[src/rtl/mips_pkg.sv]
// Shared definitions for the 8-bit MIPS pipeline: widths, ALU encodings and
// the control bundle that travels from decode into EX.
package mips_pkg;

  localparam int DATA_W = 8;
  localparam int REG_W  = 3;

  typedef enum logic [2:0] {
    ALU_ADD = 3'd0,
    ALU_SUB = 3'd1,
    ALU_AND = 3'd2,
    ALU_OR  = 3'd3,
    ALU_XOR = 3'd4,
    ALU_SLT = 3'd5,
    ALU_SLL = 3'd6,
    ALU_SRL = 3'd7
  } alu_op_e;

  typedef struct packed {
    logic [2:0] alu_op;
    logic       mem_read;
    logic       mem_write;
    logic       reg_write;
    logic       use_imm;
  } ctrl_t;

  // A bubble carries no side effects: it never reads/writes memory or registers.
  localparam ctrl_t CTRL_BUBBLE = '0;

endpackage

[src/rtl/forward_mux.sv]
// Resolves one source operand: R0 is zero, then EX/MEM, then MEM/WB, then
// the register file read data.
module forward_mux
  import mips_pkg::*;
#(
  parameter int DATA_W = mips_pkg::DATA_W,
  parameter int REG_W  = mips_pkg::REG_W
) (
  input  logic [REG_W-1:0]  idx,
  input  logic [DATA_W-1:0] rf_data,
  input  logic [REG_W-1:0]  exm_rd,
  input  logic              exm_reg_write,
  input  logic [DATA_W-1:0] exm_result,
  input  logic [REG_W-1:0]  wb_rd,
  input  logic              wb_reg_write,
  input  logic [DATA_W-1:0] wb_data,
  output logic [DATA_W-1:0] value
);

  // The register file only updates on the edge, so the WB value must be
  // bypassed here rather than read back through rf_data.
  always_comb begin
    value = rf_data;
    if (idx == '0) begin
      value = '0;
    end else if (exm_reg_write && (exm_rd == idx)) begin
      value = exm_result;
    end else if (wb_reg_write && (wb_rd == idx)) begin
      value = wb_data;
    end
  end

endmodule

[src/rtl/operand_stage.sv]
// ID/EX boundary: operand forwarding, load-use stall detection, branch-flush
// bubbles, the EX pipeline register and a saturating stall counter.
module operand_stage
  import mips_pkg::*;
#(
  parameter int DATA_W = mips_pkg::DATA_W,
  parameter int REG_W  = mips_pkg::REG_W,
  parameter int CNT_W  = 8
) (
  input  logic              clk,
  input  logic              rst,
  input  logic              id_valid,
  input  logic [REG_W-1:0]  id_rs,
  input  logic [REG_W-1:0]  id_rt,
  input  logic [REG_W-1:0]  id_rd,
  input  logic              id_use_rs,
  input  logic              id_use_rt,
  input  logic [DATA_W-1:0] id_imm,
  input  logic [2:0]        id_alu_op,
  input  logic              id_mem_read,
  input  logic              id_mem_write,
  input  logic              id_reg_write,
  input  logic              id_use_imm,
  input  logic [DATA_W-1:0] rf_data_1,
  input  logic [DATA_W-1:0] rf_data_2,
  input  logic [REG_W-1:0]  exm_rd,
  input  logic              exm_reg_write,
  input  logic [DATA_W-1:0] exm_result,
  input  logic [REG_W-1:0]  wb_rd,
  input  logic              wb_reg_write,
  input  logic [DATA_W-1:0] wb_data,
  input  logic              flush,
  output logic              id_stall,
  output logic              ex_valid,
  output logic [DATA_W-1:0] ex_a,
  output logic [DATA_W-1:0] ex_b,
  output logic [DATA_W-1:0] ex_imm,
  output logic [REG_W-1:0]  ex_rd,
  output logic [2:0]        ex_alu_op,
  output logic              ex_mem_read,
  output logic              ex_mem_write,
  output logic              ex_reg_write,
  output logic              ex_use_imm,
  output logic [CNT_W-1:0]  stall_count
);

  function automatic logic [CNT_W-1:0] sat_inc(input logic [CNT_W-1:0] cnt,
                                               input logic             en);
    if (en && (cnt != {CNT_W{1'b1}})) begin
      return cnt + CNT_W'(1);
    end
    return cnt;
  endfunction

  ctrl_t             ctrl_p0;
  logic [DATA_W-1:0] a_p0;
  logic [DATA_W-1:0] b_p0;
  logic              hazard_p0;
  logic              vld_p0;

  ctrl_t             ctrl_p1;
  logic [DATA_W-1:0] a_p1;
  logic [DATA_W-1:0] b_p1;
  logic [DATA_W-1:0] imm_p1;
  logic [REG_W-1:0]  rd_p1;
  logic              vld_p1;
  logic [CNT_W-1:0]  cnt_p1;

  // ---- Stage p0: decode-side operand resolution and hazard detection ----
  assign ctrl_p0 = '{alu_op:    id_alu_op,
                     mem_read:  id_mem_read,
                     mem_write: id_mem_write,
                     reg_write: id_reg_write,
                     use_imm:   id_use_imm};

  forward_mux #(.DATA_W(DATA_W), .REG_W(REG_W)) u_fwd_a (
    .idx           (id_rs),
    .rf_data       (rf_data_1),
    .exm_rd        (exm_rd),
    .exm_reg_write (exm_reg_write),
    .exm_result    (exm_result),
    .wb_rd         (wb_rd),
    .wb_reg_write  (wb_reg_write),
    .wb_data       (wb_data),
    .value         (a_p0)
  );

  forward_mux #(.DATA_W(DATA_W), .REG_W(REG_W)) u_fwd_b (
    .idx           (id_rt),
    .rf_data       (rf_data_2),
    .exm_rd        (exm_rd),
    .exm_reg_write (exm_reg_write),
    .exm_result    (exm_result),
    .wb_rd         (wb_rd),
    .wb_reg_write  (wb_reg_write),
    .wb_data       (wb_data),
    .value         (b_p0)
  );

  // Load data is not ready until MEM/WB, so a dependent instruction directly
  // behind a load must wait one cycle. A flush kills the instruction anyway.
  always_comb begin
    hazard_p0 = vld_p1 && ctrl_p1.mem_read && (rd_p1 != '0) &&
                ((id_use_rs && (id_rs == rd_p1)) ||
                 (id_use_rt && (id_rt == rd_p1)));
    id_stall  = id_valid && hazard_p0 && !flush;
    vld_p0    = id_valid && !id_stall && !flush;
  end

  // ---- Stage p1: EX pipeline register and stall counter ----
  always_ff @(posedge clk or negedge rst) begin
    if (!rst) begin
      vld_p1  <= 1'b0;
      ctrl_p1 <= CTRL_BUBBLE;
      a_p1    <= '0;
      b_p1    <= '0;
      imm_p1  <= '0;
      rd_p1   <= '0;
      cnt_p1  <= '0;
    end else begin
      vld_p1 <= vld_p0;
      cnt_p1 <= sat_inc(cnt_p1, id_stall);
      if (vld_p0) begin
        ctrl_p1 <= ctrl_p0;
        a_p1    <= a_p0;
        b_p1    <= b_p0;
        imm_p1  <= id_imm;
        rd_p1   <= id_rd;
      end else begin
        ctrl_p1 <= CTRL_BUBBLE;
        a_p1    <= '0;
        b_p1    <= '0;
        imm_p1  <= '0;
        rd_p1   <= '0;
      end
    end
  end

  assign ex_valid     = vld_p1;
  assign ex_a         = a_p1;
  assign ex_b         = b_p1;
  assign ex_imm       = imm_p1;
  assign ex_rd        = rd_p1;
  assign ex_alu_op    = ctrl_p1.alu_op;
  assign ex_mem_read  = ctrl_p1.mem_read;
  assign ex_mem_write = ctrl_p1.mem_write;
  assign ex_reg_write = ctrl_p1.reg_write;
  assign ex_use_imm   = ctrl_p1.use_imm;
  assign stall_count  = cnt_p1;

endmodule

[config.mk]
export PLATFORM = sky130hd
export DESIGN_NAME = operand_stage
export DESIGN_NICKNAME = d
export VERILOG_FILES = /design/src/rtl/mips_pkg.sv /design/src/rtl/forward_mux.sv /design/src/rtl/operand_stage.sv
export SDC_FILE = /design/constraint.sdc
export NUM_CORES = 1
export LEC_CHECK = 0
export CAP_MARGIN = 20
export CORE_MARGIN = 4
export CORE_UTILIZATION = 39
export DETAILED_ROUTE_END_ITERATION = 10
export MAX_ROUTING_LAYER = met4
export PLACE_DENSITY = 0.81
export SYNTH_ARGS = -nofsm -noshare
export SYNTH_HDL_FRONTEND = slang
export SYNTH_HIERARCHICAL = 1
export SYNTH_SLANG_ARGS = --single-unit
[constraint.sdc]
create_clock -name clk -period 2.31 [get_ports clk]
set_input_delay 0.462 -clock clk [delete_from_list [all_inputs] [get_ports clk]]
set_output_delay 0.462 -clock clk [all_outputs]
set_load 0.05 [all_outputs]
==> results of run 1 <==
[synth_stat cells (2+ instances only)]
cell / instances / area share, %
a21oi_1: 17 / 4.0
and2_1: 37 / 11
and3_1: 2 / 0.59
buf_2: 3 / 0.71
buf_4: 2 / 0.71
clkbuf_1: 3 / 0.53
dfrtp_1: 43 / 51
mux2_1: 2 / 1.1
mux2i_1: 16 / 7.5
nand2_1: 2 / 0.35
nand3_1: 2 / 0.47
nand4_1: 6 / 1.8
nand4_2: 2 / 1.2
nand4_4: 2 / 2.0
o21ai_0: 16 / 3.8
or3_2: 2 / 0.71
xnor2_1: 22 / 9.1
[final timing paths]
kind,from,endpoint,cells past startpoint
max,id_rt[1],id_stall,6
min,rst,ex_a[0]$_DFF_PN0_,1
max reg2reg,ex_rd[1]$_DFF_PN0_,stall_count[1]$_DFFE_PN0P_,7
min reg2reg,stall_count[5]$_DFFE_PN0P_,stall_count[5]$_DFFE_PN0P_,1
max in group asynchronous,rst,ex_rd[0]$_DFF_PN0_,2
min in group clk,stall_count[5]$_DFFE_PN0P_,stall_count[5]$_DFFE_PN0P_,1
[cells by family (layout without fill, tap and decap cells)]
| family | Yosys count | count (layout) | share of synthesized area, % |
|---|---|---|---|
| and+or+nand+nor | 59 | 59 | 19.5 |
| AOI/OAI and AO/OA | 36 | 36 | 9.41 |
| adders and majority gates | 1 | 1 | 0.588 |
| xor gates and xnor gates | 23 | 23 | 9.46 |
| DFF | 43 | 43 | 50.6 |
| buffers and inverters | 8 | 137 | 1.94 |
| muxes | 18 | 18 | 8.58 |
[sequential cells by signal (all words and copies together) (netlist names)]
name	flops
ex_imm	8
ex_b	8
ex_a	8
stall_count	8
ex_mem_read	1
ex_rd	3
ex_mem_write	1
ex_valid	1
ex_use_imm	1
ex_alu_op	3
ex_reg_write	1
[layer usage]
layer | routed length, um | part of all wire [%] | vias to the layer above
li1 | - | - | 915
met4 | 145 | 2.5 | 0
met3 | 404 | 7.0 | 13
met2 | 3030 | 53 | 86
met5 | 0 | 0 | -
met1 | 2170 | 38 | 867
[cell usage in the layout (no fill, tap or decap), types with 2 or more instances in the layout]
| master | count |
|---|---|
| o21ai_0 | 16 |
| mux2i_1 | 16 |
| a21oi_1 | 17 |
| nand2_1 | 2 |
| mux2_1 | 2 |
| nand4_4 | 2 |
| xnor2_1 | 22 |
| clkbuf_8 | 6 |
| nand3_1 | 2 |
| or3_2 | 2 |
| dfrtp_2 | 3 |
| and2_1 | 37 |
| nand4_1 | 6 |
| clkdlybuf4s50_1 | 108 |
| and3_1 | 2 |
| dlymetal6s2s_1 | 3 |
| dfrtp_1 | 40 |
| nand4_2 | 2 |
| buf_4 | 15 |
[through the flow]
step           hold WS, ns  power (mW)
4_1_cts              0.150        1.74
6_report             0.142        1.72
5_1_grt              0.169        1.80
3_5_place_dp         0.471        1.25
2_1_floorplan        0.166        1.02
3_3_place_gp         0.467        1.25
[what timing repair did]
action / in CTS / in global routing
buffers inserted: 0 / 1
setup endpoints to repair: 1 / 1
pin swaps: 2 / 3
resized for setup: 1 / 3
[power breakdown]
part	internal (mW)	switching (mW)	leakage (nW)	total, mW
combinational	0.222	0.223	0.974	0.445
clock	0.241	0.245	0.0482	0.487
sequential	0.779	0.0107	0.578	0.790
total	1.24	0.479	1.60	1.72
[worst max-delay path: stages]
cell             delay, ns
clkdlybuf4s50_1       0.50
xnor2_1               0.13
nand4_1               0.14
a211oi_4              0.24
buf_6                 0.15
buf_12                0.13
[layout make-up]
cell class	instances	area, um^2
repair buffers	129	1270
well taps	70	87.6
clock inverters	1	5.00
fillers	427	1670
clock buffers	7	86.3
flip-flops and latches	43	1080
multi-input cells	137	1010
==> reports/metrics.yaml, run 1 <==
status: "completed"
cp.required_ns: 1.85
hpwl_mm: 4.59
cp-start-kind: "input pin"
layout_min_cycle_time_ns: 2.22
grt_max_degree: 25
ios: 114
clkTransAtPathRegs_ns: 0.08
synthFlopType: "dfrtp_1"
drive_gt1_share_pct: 11.4
drt-total-wl_mm: 5.75
r2r_setup_slack_ns: 0.37
ys_seq_elements: 43
overflow: 0
grt_pass1_wl_mm: 8.72
fin_tns_setup_ns: 0
use_met1_pct: 20.0
cts_buffers: 5
syn_nets: 259
die_height_um: 81.9
htree_levels: 2
clock_skew_ns: 0.00725
yosys_warnings: 6
setup.worst_path.class: "in2out"
cts_num_sinks: 43
avgSynthCellArea_um2: 11.3
finalCritPeriodShare_pct: 96.0
grt_usage_pct: 17.8
synth_cell_types: 26
num_vias: 1881
fin_util_pct: 68.0
power_density_nw_per_um2: 487
area_delta_synth_final_pct: 66.2
stdcell_count: 387
drv_slew: 0
dr.pass1.iters: 4
start_util_pct: 40.9
met2_usage_pct: 30.5
ant_nets: 0
maxSlewHeadroom_pct: 63.6
setup_violations: 0
use_met3_pct: 3.95
antenna_found_initial: 0
max_freq_mhz: 451
place_congestion: 0.818
drc: 0
synth_edf_count: 0
rsz0062_at_grt: "false"
drtIter0Drc: 74
cp_data_arrival_time_ns: 1.75
worst_pin_slew_ns: 0.545
ys_seq_area_share_pct: 50.6
place_inst: 378
p_leak_nw: 1.60
finalWorstSetupSlack_ns: 0.0934
hp-class: "in2async"
antennaDiodeCount: 0
async_flop_share_pct: 100
fp.dieArea_um2: 6700
end_kind: "primary output"
grt_busiest_layer: "met2"
avgViaCountPerCell: 4.86
layout.nets: 387
routedWlPerCell_um: 14.9
clk-insertion-delay-late_ns: 0.29
root_buffer: "clkbuf_8"
grt_pass1_vias: 1913
rows: 26
netlist_area_um2: 2130
cts_hold_buf: 0
postSynthCellCount: 188
place_area_um2: 3430
cts_tree: "yes"
die_w_um: 81.9
place_ws_ns: -0.0739
crit_fanout: 4
core_um2: 5200
fin_area_um2: 3540
io_buffers: 113
drv_cap: 0
clk_path_buf_depth: 2
finalHoldViolations: 0
peakVddDrop_mv: 0.271
Power figures use the tool's default switching activity.
==> run 2: changes to the inputs <==
--- a/config.mk
+++ b/config.mk
@@ -7,10 +7,10 @@
 export LEC_CHECK = 0
 export CAP_MARGIN = 20
 export CORE_MARGIN = 4
-export CORE_UTILIZATION = 39
+export CORE_UTILIZATION = 42
 export DETAILED_ROUTE_END_ITERATION = 10
 export MAX_ROUTING_LAYER = met4
-export PLACE_DENSITY = 0.81
+export PLACE_DENSITY = 0.86
 export SYNTH_ARGS = -nofsm -noshare
 export SYNTH_HDL_FRONTEND = slang
 export SYNTH_HIERARCHICAL = 1
==> constraint.sdc (replaced) <==
create_clock -name clk -period 2.8 [get_ports clk]
set_input_delay 0.56 -clock clk [delete_from_list [all_inputs] [get_ports clk]]
set_output_delay 0.56 -clock clk [all_outputs]
set_load 0.05 [all_outputs]
==> run 2 against run 1 <==
Core utilization increased by 3.7 points. Sequential share of layout area is 0.65 points higher. Count of clock-buffer cells in the layout is 1 lower. Critical path depth unchanged. Global-route usage up 1.4 points. Via count fell by 2.6%. Final cell count shrank 3.4%. Largest power group unchanged.
==> reports/metrics.yaml, run 2 (synthesized netlist as in run 1, its figures left out) <==
drv_cap: 0
drive_gt1_share_pct: 7.49
io_buffers: 113
overflow: 0
top_layer: "met4"
layout.nets: 377
final_cell_mix: "clkdlybuf4s50_1, dfrtp_1, and2_1"
met1_length_mm: 2.32
fin_util_pct: 71.6
core_um2: 4820
place_area_um2: 3350
place_congestion: 0.830
clk_path_buf_depth: 2
cp.required_ns: 2.24
avgViaCountPerCell: 4.90
drt-total-wl_mm: 5.68
wl_met2_mm: 3.01
p_leak_nw: 1.52
fp.dieArea_um2: 6270
status: "completed"
drtIter0Drc: 72
end_kind: "primary output"
seqCellArea_um2: 1080
grt_usage_pct: 19.1
peakVddDrop_mv: 0.187
maxSlewHeadroom_pct: 36.9
power_density_nw_per_um2: 406
cts_num_sinks: 43
cts_tree: "yes"
cts_resized: 0
rsz0062_at_grt: "false"
grt_pass1_vias: 1884
finalHoldViolations: 0
die_height_um: 79.2
cts_setup_buffers: 0
start_util_pct: 44.2
clock_skew_ns: 0.0110
fin_tns_setup_ns: 0
die_w_um: 79.2
hp-class: "in2async"
max_freq_mhz: 374
multiInputGateArea_um2: 1020
htree_levels: 2
worst_pin_slew_ns: 0.946
cts_hold_buf: 0
cts_buffers: 5
area_delta_synth_final_pct: 62.1
dr.pass1.iters: 4
setup_violations: 0
nFillCells: 391
cp-start-kind: "input pin"
hpwl_mm: 4.42
grt_pass1_wl_mm: 9.15
finalCritPeriodShare_pct: 95.6
rows: 25
setup.worst_path.class: "in2out"
root_buffer: "clkbuf_8"
num_vias: 1832
antennaDiodeCount: 0
routedWlPerCell_um: 15.2
drc: 0
met3WireLength_um: 256
clk-insertion-delay-late_ns: 0.30
ios: 114
clkTransAtPathRegs_ns: 0.09
ant_nets: 0
grt_max_degree: 44
layout_min_cycle_time_ns: 2.68
layout_commonest_cell: "clkdlybuf4s50_1"
antenna_found_initial: 0
drv_slew: 0
crit_fanout: 9
fin_area_um2: 3450
cp_data_arrival_time_ns: 2.12
-- run 2: cell types whose count changed in the layout (fill, tap and decap cells not counted) --
cell / delta
nor3b_4: +1
nor3b_2: -1
dlymetal6s2s_1: -3
dfrtp_1: +3
buf_6: -1
buf_4: -10
dfrtp_2: -3
clkbuf_8: -1
clkdlybuf4s50_1: +3
buf_8: +1
clkinvlp_4: +1
-- run 2: path summary, 6_finish.rpt --
| path | start | endpoint | slack, ns | depth (start not counted) |
|---|---|---|---|---|
| setup / recovery | id_rs[2] | id_stall | 0.12 | 6 |
| hold / removal | rst | ex_mem_write$_DFF_PN0_ | 0.41 | 1 |
| setup reg to reg | ex_rd[2]$_DFF_PN0_ | stall_count[1]$_DFFE_PN0P_ | 0.82 | 6 |
| hold reg to reg | stall_count[5]$_DFFE_PN0P_ | stall_count[5]$_DFFE_PN0P_ | 0.51 | 1 |
| max in group asynchronous | rst | ex_a[7]$_DFF_PN0_ | 1.80 | 1 |
| min in group clk | stall_count[5]$_DFFE_PN0P_ | stall_count[5]$_DFFE_PN0P_ | 0.51 | 1 |
-- run 2: metrics by stage --
stage	setup WS (ns)	std cells	power [mW]	hold WS, ns
detailed placement	0.109	365	1.03	0.495
floorplan	0.362	188	0.840	0.264
global route	0.0314	374	1.47	0.481
global placement	0.132	365	1.02	0.479
CTS	0.108	373	1.41	0.440
finish	0.124	374	1.40	0.412
-- run 2: cell type report --
class | count | share of cell area [%]
multi-input combinational | 137 | 29.5
timing repair buffer | 119 | 34.4
sequential | 43 | 31.2
clock inverter | 2 | 0.363
clock buffer | 6 | 2.10
tap | 67 | 2.43
-- run 2: routing by layer --
metal,global-route usage [%],up-vias
li1,-,886
met1,22.3,875
met2,33.1,63
met3,3.74,8
met4,6.36,0
met5,-,-
-- run 2: where the power goes --
| group | switching (mW) | internal [mW] |
|---|---|---|
| Sequential | 0.00872 | 0.643 |
| Clock | 0.212 | 0.174 |
| Combinational | 0.183 | 0.179 |
-- run 2: critical path, cell delays in order --
cell and delay, ns:
clkdlybuf4s50_1 0.57, xnor2_1 0.15, nand4_1 0.16, a211oi_4 0.31, buf_4 0.23, buf_12 0.14
